**config.mk**
```make
export PLATFORM = sky130hd
export DESIGN_NAME = ps2_host_tx
export DESIGN_NICKNAME = d
export VERILOG_FILES = /design/src/rtl/ps2_host_tx.sv
export SDC_FILE = /design/constraint.sdc
export NUM_CORES = 1
export LEC_CHECK = 0
export BUFFER_PORTS_ARGS = -buffer_cell sky130_fd_sc_hd__buf_4
export CAP_MARGIN = 20
export CORE_MARGIN = 3
export CORE_UTILIZATION = 40
export CTS_CLUSTER_DIAMETER = 200
export DETAILED_ROUTE_END_ITERATION = 16
export PLACE_DENSITY = 0.59
export SLEW_MARGIN = 10
export SYNTH_ARGS = -nofsm -noshare
export SYNTH_HDL_FRONTEND = slang
export SYNTH_SLANG_ARGS = --single-unit
```
**constraint.sdc**
```tcl
create_clock -name clk -period 4.43 [get_ports clk]
set_input_delay 0.2215 -clock clk [delete_from_list [all_inputs] [get_ports clk]]
set_output_delay 0.2215 -clock clk [all_outputs]
set_load 0.005 [all_outputs]
```
**src/rtl/ps2_host_tx.sv**
```systemverilog
// ps2_host_tx: host-to-device PS/2 command transmitter.
// Holds the clock low for the inhibit period, then asserts the start bit and
// releases the clock. After that it shifts out eight data bits (LSB first),
// odd parity and the stop bit on device clock falling edges, and samples the
// device ACK on the 11th edge.
// Pads are open-collector: *_oe = 1 pulls the line low, 0 releases it.
// Optional feature: define PS2_TX_GLITCH_FILTER_EN to insert an 8-sample
// glitch filter between the synchronizers and the edge detector.
module ps2_host_tx #(
  parameter int CLKFREQ    = 28000,
  parameter int INHIBIT_US = 120,
  parameter int TIMEOUT_US = 15000
) (
  input  logic       clk,
  input  logic       rst,
  input  logic       ps2clk_in,
  input  logic       ps2data_in,
  output logic       ps2clk_oe,
  output logic       ps2data_oe,
  input  logic [7:0] din,
  input  logic       send,
  output logic       busy,
  output logic       rx_inhibit,
  output logic       done,
  output logic       error,
  output logic       ack_ok
);

  localparam int N_INH = CLKFREQ * INHIBIT_US / 1000;
  localparam int N_TO  = CLKFREQ * TIMEOUT_US / 1000;

  // The last count value of each phase. The counter runs from 0, so a phase
  // lasting N cycles ends when the counter reads N-1.
  localparam logic [18:0] INH_LAST = 19'(N_INH - 1);
  localparam logic [18:0] TO_LAST  = 19'(N_TO - 1);

  typedef enum logic [2:0] {
    IDLE,
    INHIBIT,
    START,
    BITS,
    ACK,
    WAITIDLE
  } state_t;

  state_t      state;
  logic [18:0] cnt;
  logic [3:0]  bitcnt;
  logic [9:0]  shift;

  logic clk_s1;
  logic clk_s2;
  logic data_s1;
  logic data_s2;
  logic clk_c;
  logic data_c;
  logic clk_prev;
  logic fall;

  // Two-flop synchronizers for the asynchronous pad inputs; they reset to the idle-high bus level.
  always_ff @(posedge clk or posedge rst) begin
    if (rst) begin
      clk_s1  <= 1'b1;
      clk_s2  <= 1'b1;
      data_s1 <= 1'b1;
      data_s2 <= 1'b1;
    end else begin
      clk_s1  <= ps2clk_in;
      clk_s2  <= clk_s1;
      data_s1 <= ps2data_in;
      data_s2 <= data_s1;
    end
  end

`ifdef PS2_TX_GLITCH_FILTER_EN
  logic [2:0] clk_run;
  logic [2:0] data_run;
  logic       clk_f;
  logic       data_f;

  // A filtered line follows its input only after 8 consecutive samples disagree with it.
  always_ff @(posedge clk or posedge rst) begin
    if (rst) begin
      clk_f    <= 1'b1;
      data_f   <= 1'b1;
      clk_run  <= 3'd0;
      data_run <= 3'd0;
    end else begin
      if (clk_s2 == clk_f) begin
        clk_run <= 3'd0;
      end else if (clk_run == 3'd7) begin
        clk_f   <= clk_s2;
        clk_run <= 3'd0;
      end else begin
        clk_run <= clk_run + 3'd1;
      end

      if (data_s2 == data_f) begin
        data_run <= 3'd0;
      end else if (data_run == 3'd7) begin
        data_f   <= data_s2;
        data_run <= 3'd0;
      end else begin
        data_run <= data_run + 3'd1;
      end
    end
  end

  assign clk_c  = clk_f;
  assign data_c = data_f;
`else
  assign clk_c  = clk_s2;
  assign data_c = data_s2;
`endif

  // The previous conditioned clock level, used to detect device falling edges.
  always_ff @(posedge clk or posedge rst) begin
    if (rst) begin
      clk_prev <= 1'b1;
    end else begin
      clk_prev <= clk_c;
    end
  end

  assign fall = clk_prev & ~clk_c;

  // The receiver must ignore the bus for as long as the transmitter owns it.
  assign rx_inhibit = busy;

  // Transmit sequencer. A single counter times the inhibit period and then
  // serves as the watchdog, restarting at every device clock falling edge.
  always_ff @(posedge clk or posedge rst) begin
    if (rst) begin
      state      <= IDLE;
      cnt        <= 19'd0;
      bitcnt     <= 4'd0;
      shift      <= 10'd0;
      ps2clk_oe  <= 1'b0;
      ps2data_oe <= 1'b0;
      busy       <= 1'b0;
      done       <= 1'b0;
      error      <= 1'b0;
      ack_ok     <= 1'b0;
    end else begin
      done  <= 1'b0;
      error <= 1'b0;
      case (state)
        IDLE: begin
          ps2clk_oe  <= 1'b0;
          ps2data_oe <= 1'b0;
          if (send) begin
            shift     <= {1'b1, ~^din, din};
            cnt       <= 19'd0;
            bitcnt    <= 4'd0;
            busy      <= 1'b1;
            ps2clk_oe <= 1'b1;
            state     <= INHIBIT;
          end
        end

        INHIBIT: begin
          if (cnt == INH_LAST) begin
            ps2data_oe <= 1'b1;
            state      <= START;
          end else begin
            cnt <= cnt + 19'd1;
          end
        end

        START: begin
          ps2clk_oe <= 1'b0;
          cnt       <= 19'd0;
          bitcnt    <= 4'd0;
          state     <= BITS;
        end

        BITS, ACK, WAITIDLE: begin
          if (cnt == TO_LAST) begin
            ps2clk_oe  <= 1'b0;
            ps2data_oe <= 1'b0;
            ack_ok     <= 1'b0;
            error      <= 1'b1;
            busy       <= 1'b0;
            cnt        <= 19'd0;
            state      <= IDLE;
          end else begin
            cnt <= fall ? 19'd0 : cnt + 19'd1;
            case (state)
              BITS: begin
                if (fall) begin
                  ps2data_oe <= ~shift[0];
                  shift      <= {1'b0, shift[9:1]};
                  bitcnt     <= bitcnt + 4'd1;
                  if (bitcnt == 4'd9) begin
                    state <= ACK;
                  end
                end
              end
              ACK: begin
                if (fall) begin
                  ack_ok <= ~data_c;
                  state  <= WAITIDLE;
                end
              end
              WAITIDLE: begin
                if (clk_c && data_c) begin
                  done  <= ack_ok;
                  error <= ~ack_ok;
                  busy  <= 1'b0;
                  cnt   <= 19'd0;
                  state <= IDLE;
                end
              end
              default: begin
              end
            endcase
          end
        end

        default: begin
          state <= IDLE;
        end
      endcase
    end
  end

endmodule
```
==> flow_summary.yaml <==
critical_path:
  end_kind: "register"
  worst-r2r-cell-count: 6
  criticalPathCategory: "register to register"
  cp.arrival_ns: 2.62
  cp-start-kind: "register"
  cp.required_ns: 4.58
  crit_fanout: 19
route:
  avgRoutedWirePerCell_um: 14.19
  wl_um: 5108
  drtPass1Iterations: 4
  routed-via-count: 1934
  ant_nets: 0
  drc: 0
  via_per_inst: 5.372
  drt_iter0_drc: 226
synth:
  synth_top_area_share_pct: 40.56
  syn_area_sq_um: 2591
  syn_avg_cell_area_sq_um: 9.562
  syn_nets: 287
  yosysMostFrequentCell: "dfrtp_1"
  async_reset_ff_share_pct: 100.0
  ys_ff_latch: 47
  ys_warn_count: 0
  ys_seq_area_share_pct: 45.63
  synth_edf_count: 0
  synth-main-ff-cell: "dfrtp_1"
  syn_inst: 271
  synth.distinct_cells: 49
  ys_top_cells_by_count: "dfrtp_1, nand2_1, nor2_1, xor2_1, nand4_1"
  synth_top_area_cell: "dfrtp_1"
  synth.area.top_cells: "dfrtp_1, xor2_1, dfstp_2"
grt:
  grt_pass1_wl_um: 9142
  grtUsageTotal_pct: 15.02
  grt_max_degree: 48
  antenna_found_initial: 0
  grt_remaining_overflow: 0
  grt_pass1_vias: 1881
timing:
  setup_violations: 0
  max_freq_ghz: 0.4048
  finalCriticalPeriod_ns: 2.470
  skew_ns: 0.01733
  fin_setup_tns_ns: 0
  whs_ns: -0.03446
  hold_viol: 22
  max_slew_margin_pct: 53.58
  tightest_slew_ns: 0.6964
  fin_crit_sh_pct: 55.77
  slew_violations: 0
  rsz0062_at_grt: "false"
pwr:
  cellLeakagePower_uw: 0.001214
  power.density_nw_per_um2: 345.9
  ir_drop_v: 0.0001807
run:
  drv_cap: 0
clock_network:
  cts_tree: "built"
  clock-sinks: 47
  cts_made_buffers: 5
  cts_buffer_depth: 2
  htreeDepth: 2
  post-cts-setup-buffers: 0
  ctsResizeCount: 0
  cts_root_buffer: "clkbuf_8"
  clkTransAtPathRegs_ns: 0.10
  clkLatencyLatePin_ns: 0.30
  holdBufCountCts: 0
placed_design:
  port_buffers: 19
  place_inst: 351
  dp_hpwl_um: 3516
  gp_congestion: 0.8226
die:
  ioPinCount: 20
  die_y_um: 86.49
  die_area_sq_um: 7480
  row_count: 28
  die-width_um: 86.49
  start_util_pct: 42.51
  core_area_sq_um: 6096
status:
  violations: "hold timing"
  status: "complete, but fails checks"
hold_path:
  hold_class: "primary input to async pin"
cells_and_area:
  insertedDiodeCount: 0
  fillers: 617
  layout.nets: 300
  layout.cells.non_filler: 360
  area_delta_synth_final_pct: 11.25
  layout-drive-gt1-share_pct: 15.44
  finalCoreUtilization_pct: 47.29
cells by family after synthesis:
logic type,synth area share [%]
buffers and inverters,4.056
multiplexers,3.911
flip-flops,45.63
AND/OR/NAND/NOR,24.77
XOR/XNOR,8.788
AO/OA/AOI/OAI,11.40
adder cells (fa/ha/maj),1.449
cell type report:
| class | instances | area [sq um] | area share, % |
|---|---|---|---|
| multi-input combinational | 204 | 1304 | 45.23 |
| sequential | 47 | 1182 | 41.02 |
| clock buffer | 7 | 76.32 | 2.648 |
| clock inverter | 1 | 30.03 | 1.042 |
| timing repair buffer | 21 | 177.7 | 6.163 |
| tap | 75 | 93.84 | 3.255 |
| inverter | 5 | 18.77 | 0.6510 |
power by group:
part | internal [uW] | switching [uW]
combinational | 72.7 | 83.9
sequential | 483 | 43.8
clock | 169 | 145
total | 725 | 272
sequential cells by signal (all words and copies together), names as in the netlist:
name and flops:
ack_ok 1, bitcnt 4, busy 1, clk_c 1, clk_prev 1, clk_s1 1, cnt 19, data_c 1
data_s1 1, done 1, error 1, ps2clk_oe 1, ps2data_oe 1, shift 10, state 3
critical path, cell delays in order (launching register included):
cell     delay [ns]
dfrtp_1        0.39
ha_1           0.17
and2_1         0.27
and4_1         0.32
and2_1         0.38
o311a_1        0.66
nor2_1         0.13
routing by layer:
layer  wire, um  up-vias  GRT usage [%]
met2       2198       47          22.11
met5          0        -              0
met4         49        0          4.108
li1           -      977              -
met1       2660      906          22.78
met3        200        4          2.471
cells in the final DEF (no fill, tap or decap), types with 6 or more instances in the layout:
cell	n
and2_1	6
o21ai_0	6
nand3_1	11
dfrtp_1	42
nand4_1	14
mux2i_1	9
xnor2_1	9
buf_4	20
a21oi_1	12
nor3_1	10
o21ai_1	9
nor2_1	26
nand2_1	29
xor2_1	17
through the flow:
| step | setup WS [ns] | cell area (sq um) | power (uW) | hold WS [ns] |
|---|---|---|---|---|
| floorplan | 2.303 | 2591 | 644.4 | 0.2260 |
| global placement | 2.046 | 2749 | 685.2 | 0.3295 |
| detailed placement | 1.947 | 2749 | 688.0 | 0.3306 |
| CTS | 1.937 | 2855 | 1001 | 0.02301 |
| global route | 1.680 | 2883 | 1060 | 0.01417 |
| finish | 1.960 | 2883 | 997.0 | -0.03446 |
path summary, 6_finish.rpt:
path / from / end / slack [ns]
max: cnt[0] / cnt[5] / 1.96
min: rst / state[0] / -0.03
max reg2reg: cnt[0] / cnt[5] / 1.96
min reg2reg: data_s1 / data_c / 0.36
max in group asynchronous: rst / data_c / 3.88
min in group clk: ps2clk_in / clk_s1 / 0.03
Note: power is estimated with default switching activity, not from simulation.
